===== src/rtl/k12a_fetch_squash_pkg.sv =====
`default_nettype none
// ============================================================================
// Package     : k12a_fetch_squash_pkg
// Description : Shared k12a types for the fetch/squash sequencer: skip
//               register select codes, fetch state encoding, default
//               constants and a small state-classification helper.
// Revision    : 1.0 - initial release
// ============================================================================
package k12a_fetch_squash_pkg;

  // Data source selected for the next write into the skip register.
  typedef enum logic [1:0] {
    SKIP_SEL_0 = 2'd0,  // clear skip
    SKIP_SEL_1 = 2'd1,  // set skip
    SKIP_SEL_C = 2'd2,  // load from carry
    SKIP_SEL_Z = 2'd3   // load from zero
  } skip_sel_t;

  typedef enum logic [2:0] {
    FETCH_HI = 3'd0,
    FETCH_LO = 3'd1,
    IMM_HI   = 3'd2,
    IMM_LO   = 3'd3,
    DECIDE   = 3'd4,
    EXECUTE  = 3'd5,
    SQUASH   = 3'd6
  } fetch_state_t;

  localparam logic [15:0] RESET_PC_DEFAULT   = 16'h0000;
  localparam logic [3:0]  IMM_OPCODE_DEFAULT = 4'hF;

  // True for every state that owns the memory bus.
  function automatic logic is_bus_state(input fetch_state_t s);
    return (s == FETCH_HI) || (s == FETCH_LO) || (s == IMM_HI) || (s == IMM_LO);
  endfunction

endpackage : k12a_fetch_squash_pkg
`default_nettype wire


===== src/rtl/k12a_fetch_squash.sv =====
`default_nettype none
// ============================================================================
// Module      : k12a_fetch_squash
// Description : Instruction fetch sequencer. Fetches a big-endian 16-bit
//               instruction (plus an optional 16-bit immediate) over the
//               8-bit memory bus, then either hands it to execute or squashes
//               it when the skip flag is set, clearing skip in that cycle.
//               Sole driver of skip_sel/skip_store; forwards execute requests.
// Config      : K12A_SQUASH_COUNT_EN adds output squash_count (saturating
//               count of squashed instructions).
// Ports       : cpu_clock/reset      - clock, synchronous active-high reset
//               mem_addr/mem_read    - byte read request (addr = pc)
//               mem_rdata/mem_ready  - read data / completion
//               pc, inst, imm        - fetch address and fetched words
//               inst_valid/exec_done - handshake with execute stage
//               pc_load/pc_load_value- jump on exec_done
//               exec_skip_store/sel  - execute-stage skip write request
//               skip                 - current skip flag
//               skip_sel/skip_store  - skip register write port
// Revision    : 1.0 - initial release
// ============================================================================
module k12a_fetch_squash
  import k12a_fetch_squash_pkg::*;
#(
  parameter logic [15:0] RESET_PC   = RESET_PC_DEFAULT,
  parameter logic [3:0]  IMM_OPCODE = IMM_OPCODE_DEFAULT
) (
  input  logic        cpu_clock,
  input  logic        reset,
  output logic [15:0] mem_addr,
  output logic        mem_read,
  input  logic [7:0]  mem_rdata,
  input  logic        mem_ready,
  output logic [15:0] pc,
  output logic [15:0] inst,
  output logic [15:0] imm,
  output logic        inst_valid,
  input  logic        exec_done,
  input  logic        pc_load,
  input  logic [15:0] pc_load_value,
  input  logic        exec_skip_store,
  input  logic [1:0]  exec_skip_sel,
  input  logic        skip,
  output logic [1:0]  skip_sel,
  output logic        skip_store
`ifdef K12A_SQUASH_COUNT_EN
  ,
  output logic [15:0] squash_count
`endif
);

  fetch_state_t state_q, state_d;
  logic [15:0]  pc_q, pc_d;
  logic [15:0]  inst_q, inst_d;
  logic [15:0]  imm_q, imm_d;
  skip_sel_t    skip_sel_w;

  always_ff @(posedge cpu_clock) begin
    if (reset) begin
      state_q <= FETCH_HI;
      pc_q    <= RESET_PC;
      inst_q  <= 16'h0000;
      imm_q   <= 16'h0000;
    end else begin
      state_q <= state_d;
      pc_q    <= pc_d;
      inst_q  <= inst_d;
      imm_q   <= imm_d;
    end
  end

  always_comb begin
    state_d    = state_q;
    pc_d       = pc_q;
    inst_d     = inst_q;
    imm_d      = imm_q;
    skip_store = exec_skip_store;
    skip_sel_w = skip_sel_t'(exec_skip_sel);

    case (state_q)
      FETCH_HI: begin
        if (mem_ready) begin
          inst_d[15:8] = mem_rdata;
          pc_d         = pc_q + 16'd1;
          state_d      = FETCH_LO;
        end
      end
      FETCH_LO: begin
        if (mem_ready) begin
          inst_d[7:0] = mem_rdata;
          pc_d        = pc_q + 16'd1;
          // High byte is already registered, so the opcode is known here.
          if (inst_q[15:12] == IMM_OPCODE) begin
            state_d = IMM_HI;
          end else begin
            imm_d   = 16'h0000;
            state_d = DECIDE;
          end
        end
      end
      IMM_HI: begin
        if (mem_ready) begin
          imm_d[15:8] = mem_rdata;
          pc_d        = pc_q + 16'd1;
          state_d     = IMM_LO;
        end
      end
      IMM_LO: begin
        if (mem_ready) begin
          imm_d[7:0] = mem_rdata;
          pc_d       = pc_q + 16'd1;
          state_d    = DECIDE;
        end
      end
      DECIDE: begin
        state_d = skip ? SQUASH : EXECUTE;
      end
      EXECUTE: begin
        if (exec_done) begin
          if (pc_load) begin
            pc_d = pc_load_value;
          end
          state_d = FETCH_HI;
        end
      end
      SQUASH: begin
        // Clearing skip takes priority; execute is idle in this state.
        skip_store = 1'b1;
        skip_sel_w = SKIP_SEL_0;
        state_d    = FETCH_HI;
      end
      default: begin
        state_d = FETCH_HI;
      end
    endcase

    if (reset) begin
      skip_store = 1'b0;
      skip_sel_w = SKIP_SEL_0;
    end
  end

  // Reset gating keeps the bus quiet while the state register is reloading.
  assign mem_read   = is_bus_state(state_q) && !reset;
  assign mem_addr   = pc_q;
  assign pc         = pc_q;
  assign inst       = inst_q;
  assign imm        = imm_q;
  assign inst_valid = (state_q == EXECUTE);
  assign skip_sel   = skip_sel_w;

`ifdef K12A_SQUASH_COUNT_EN
  logic [15:0] squash_count_q;

  always_ff @(posedge cpu_clock) begin
    if (reset) begin
      squash_count_q <= 16'h0000;
    end else if ((state_q == SQUASH) && (squash_count_q != 16'hFFFF)) begin
      squash_count_q <= squash_count_q + 16'd1;
    end
  end

  assign squash_count = squash_count_q;
`endif

endmodule : k12a_fetch_squash
`default_nettype wire


===== config.mk =====
export PLATFORM = sky130hd
export DESIGN_NAME = k12a_fetch_squash
export DESIGN_NICKNAME = d
export VERILOG_FILES = /design/src/rtl/k12a_fetch_squash_pkg.sv /design/src/rtl/k12a_fetch_squash.sv
export SDC_FILE = /design/constraint.sdc
export NUM_CORES = 1
export LEC_CHECK = 0
export BUFFER_PORTS_ARGS = -buffer_cell sky130_fd_sc_hd__buf_2
export CAP_MARGIN = 20
export CORE_ASPECT_RATIO = 1.75
export CORE_MARGIN = 2
export CORE_UTILIZATION = 53
export CTS_BUF_LIST = sky130_fd_sc_hd__clkbuf_2
export DETAILED_ROUTE_END_ITERATION = 12
export HOLD_SLACK_MARGIN = 0.06
export PLACE_DENSITY = 0.94
export SYNTH_ARGS = -nofsm -noshare
export SYNTH_HDL_FRONTEND = slang
export SYNTH_SLANG_ARGS = --single-unit

===== constraint.sdc =====
create_clock -name cpu_clock -period 3.2 [get_ports cpu_clock]
set_clock_uncertainty 0.1 [all_clocks]
set_input_delay 0.16 -clock cpu_clock [delete_from_list [all_inputs] [get_ports cpu_clock]]
set_output_delay 0.16 -clock cpu_clock [all_outputs]
set_load 0.005 [all_outputs]

# Word-level counts from Yosys, hierarchy flattened
# Cells that the tools add are included.
# op_classes
n_mul,0
n_div,0
shifts,0
bitwise_logic,0
add_sub_neg,1
reduce_logical,16
order_cmp,0
n_eq_ne,15
n_mux,21
# op_table
op,n
16-bit two-way mux,5
16-bit case mux with 2 select lines,1
8-bit case mux with 2 select lines,2
3-bit two-way mux,6
3-bit case mux with 6 select lines,1
16-bit by 1-bit adder with 16-bit output (second input constant),1
4-bit AND reduction,3
2-bit inequality test (second input constant),5
3-bit == test (second input constant),3
8-bit two-way mux,1
3-bit by 2-bit == test with 1-bit output (second input constant),2
2-bit two-way mux,3
2-bit by 1-bit inequality test with 1-bit output (second input constant),3
2-bit nonzero test,3
5-bit AND reduction,1
4-bit == test (second input constant),1
2-bit AND reduction,2
4-bit OR reduction,1
3-bit by 1-bit == test with 1-bit output (second input constant),1
3-bit zero test,1
1-bit logical OR,3
1-bit two-way mux,2
1-bit logical AND,1
1-bit zero test,1
# word_totals
out_inout_bits,69
n_memories,0
mem_bits_rw,0
rom_bits,0
wordCells,59
latch_bits,0
input_bits,33
reg_bits,51

# Logic depth before layout (Yosys ltp)
# depth
depth_word,5
ltp_mapped,9
ltp_nobuf,6

# Worst setup path after synthesis
# No wires, ideal clock.
# synth_path
path_type,register -> register
start,reg pc_q[0] (netlist: mem_addr[0])
end,reg pc_q[10] (netlist: mem_addr[10])
arrival_ns,1.480
setup_ns,0.092
path_stages_with_launch,6
path_buffers,0
path_slack_ns,1.528
required_time_ns,3.008
path_cell_list,dfxtp_1 > ha_1 > nand3_4 > or3_1 > o31a_1 > o32ai_1
# synth_between
elab_chain_len,3
# synth_lines
element,line,rtl
start: declaration,k12a_fetch_squash.sv:53,"logic [15:0] pc_q, pc_d;"
start signal: assignment,k12a_fetch_squash.sv:66,pc_q <= pc_d;
16-bit by 1-bit adder with 16-bit output,-,
16-bit two-way mux,-,
16-bit case mux with 2 select lines,k12a_fetch_squash.sv:80,case (state_q)
# Every way passes these cells. The select of a mux whose other input is x is not followed.
# A chain may end at the register's enable or synchronous reset.

# Final worst setup path
# layout_path
start,reg state_q[0]
end,out inst_valid
# layout_between
elab_chain_len,1
# layout_lines
element,line,rtl
start: declaration,k12a_fetch_squash.sv:52,"fetch_state_t state_q, state_d;"
start signal: assignment,k12a_fetch_squash.sv:65,state_q <= state_d;
3-bit == test,k12a_fetch_squash.sv:149,assign inst_valid = (state_q == EXECUTE);
end: declaration,k12a_fetch_squash.sv:37,"output logic inst_valid,"
# Every way passes these cells.

==> flow_summary.ini <==
[power_and_ir_drop]
p_int_mw = 0.963
p_seq_frac = 0.531
p_leak_nw = 1.40
p_clk_frac = 0.320
combPwrFrac = 0.149
swShare = 0.255
power.density_mw_per_mm2 = 402
irDropWorstVdd_v = 0.000349
power_mw = 1.29
switching_power_mw = 0.330

[place]
dp_hpwl_um = 4990
place_congestion = 0.879
pre_cts_ws_ps = 779
placed_area_mm2 = 0.00286
port_buffers = 101

[timing]
fin_crit_sh = 0.820
setup_viol = 0
relSlewSlack = 0.498
worst_slack_ps = 576
max_freq_mhz = 381
fin_setup_tns_ps = 0
worst_pin_slew_ps = 752
finalHoldViolCount = 0
hold_slack_ps = 117
drv_slew = 0
min_period_ps = 2620
rsz0062_at_grt = no

[floorplanning]
core_mm2 = 0.00444
start_util = 0.557
boundaryPins = 102
die_y_um = 94.4
std_cell_rows = 32
dieArea_mm2 = 0.00526
die_x_um = 55.7

[global_route]
antenna_found_initial = 0
track_usage = 0.281
grt_max_degree = 41
overflow = 0
grt_first_pass_wirelength_um = 11800
grt_pass1_vias = 2649

[layout]
drive_gt1_frac = 0.300
multi_input_area_mm2 = 0.00122
mostFrequentLayoutCells = buf_2, dfxtp_1, nand2_1
syn2layout_area_growth_pct = 29.9
insertedDiodeCount = 0
fillCellCount = 356
seq_area_mm2 = 0.00102
num-nets-final = 440
final_cell_area_mm2 = 0.00322
final_common_cell = buf_2

[yosys]
synth_seq_cells = 51
synth.cell_area_mm2 = 0.00248
ys_seq_area_frac = 0.412
synthCells = 303
synth_cell_type_count = 41
synth_warnings = 0
synth_edf_count = 0
avgSynthCellArea_um2 = 8.17
synth_ff_type = dfxtp_1
async_reset_ff_frac = 0
syn_nets = 337

[worst_setup_path]
rrSetupSlack_ps = 690
cpPeakStageDelay_ps = 800
crit_slowest_cell = dfxtp_1
critical-path-top-delay-family = flip-flops
critPathBufInv = 2
path_max_fanout = 38
cp-end-kind = primary output
crit_type = flop to primary output
reg2reg_depth = 5
timing.rr.start = state_q[0]
critPathArrivalTime_ps = 2360
path_cells = nand3b_2 > inv_2 > buf_2
r2r-end = mem_addr[0]
startpoint_type = flop
cp.required_ps = 2940

[clocking]
cts.root.buffer_cell = clkbuf_2
htreeDepth = 2
clock_latency_ps = 420
cts_tree = done
clock_sinks = 51
cts.clk_slew.worst_paths_ps = 240
cts_buffer_depth = 2
numCtsBuffers = 5

[worst_hold_path]
hold_path.class = input port to flop
hp-start = pc_load
hold_depth = 4
worstHoldEndpoint = mem_addr[5]

[status]
status = finished clean

[drt]
routed_wl_um = 7360
drtIter0Drc = 107
drtPass1Iterations = 4
vias = 2715
via_per_inst = 5.93
postRouteAntennaNets = 0
drcViolationCount = 0
wl_per_cell_um = 16.1

[job]
cap_violations = 0
-- power groups by stage --
stage	clock network, mW	registers (mW)	logic [mW]
floorplan	0	0.685	0.107
global placement	0	0.695	0.156
detailed placement	0	0.696	0.161
CTS	0.419	0.684	0.188
global route	0.445	0.690	0.209
finish	0.414	0.686	0.192
-- cells in the mapped netlist, types with 3 or more instances --
master,instances,area [µm²]
o31a_1,4,35.0
inv_1,4,15.0
buf_2,8,40.0
nand4_1,13,81.3
a21oi_1,30,150
mux2i_1,8,80.1
nor3_2,3,30.0
o32ai_1,4,35.0
buf_1,3,11.3
nor2_1,33,124
buf_4,18,135
nor4_1,3,18.8
a22oi_1,8,60.1
o21ai_0,10,50.1
a22o_1,12,105
nand2_1,47,176
clkbuf_1,6,22.5
dfxtp_1,51,1020
nor3_1,3,15.0
nand3_1,5,25.0
-- tightest hold or removal path: stages --
cell and delay (ps):
buf_2 100, a31oi_2 180, nor2_1 120, nor3_1 50
-- worst max path at each step --
stage,endpoint,startpoint,depth (start not counted)
final,inst_valid,state_q[0],3
after global routing,inst_valid,state_q[0],3
after CTS,inst_valid,state_q[0],3
after detailed placement,mem_addr[0],state_q[0],5
after global placement,mem_addr[0],state_q[0],5
after floorplan,mem_addr[10],mem_addr[0],5
-- stage by stage --
stage	std cells	utilization
finish	458	0.724
global route	458	0.724
CTS	458	0.724
detailed placement	423	0.642
global placement	423	0.642
floorplan	303	-
-- state kept, by name, summed over array words and instances, names as in the netlist --
signal    flops
imm          16
inst         16
mem_addr     16
state_q       3
-- cells by family (layout without fill, tap and decap cells) --
kind of cell | after synthesis | after routing | share of synthesized area
AOI/OAI and AO/OA | 81 | 81 | 0.217
adders and majority gates | 1 | 1 | 0.00505
buffers and inverters | 41 | 145 | 0.0965
DFF | 51 | 51 | 0.412
muxes | 8 | 8 | 0.0323
and+or+nand+nor | 121 | 121 | 0.236
-- repair_timing --
action	in CTS	in global routing
hold endpoints to repair	51	0
hold buffers	27	0
resized for setup	0	0
setup buffers	0	0
-- per-layer routing --
layer | part of all wire | track usage | vias to the layer above
li1 | - | - | 1265
met1 | 0.35 | 0.290 | 1280
met2 | 0.54 | 0.531 | 144
met3 | 0.068 | 0.0493 | 26
met4 | 0.037 | 0.148 | 0
met5 | 0 | 0 | -
-- area by class of cell --
type                            instances  area share
Multi-Input combinational cell        211       0.378
Sequential cell                        51       0.318
Timing Repair Buffer                  132       0.251
Tap cell                               51      0.0198
Clock inverter                          2      0.0187
Clock buffer                            6     0.00934
Inverter                                5     0.00584
Power figures use the tool's default switching activity.
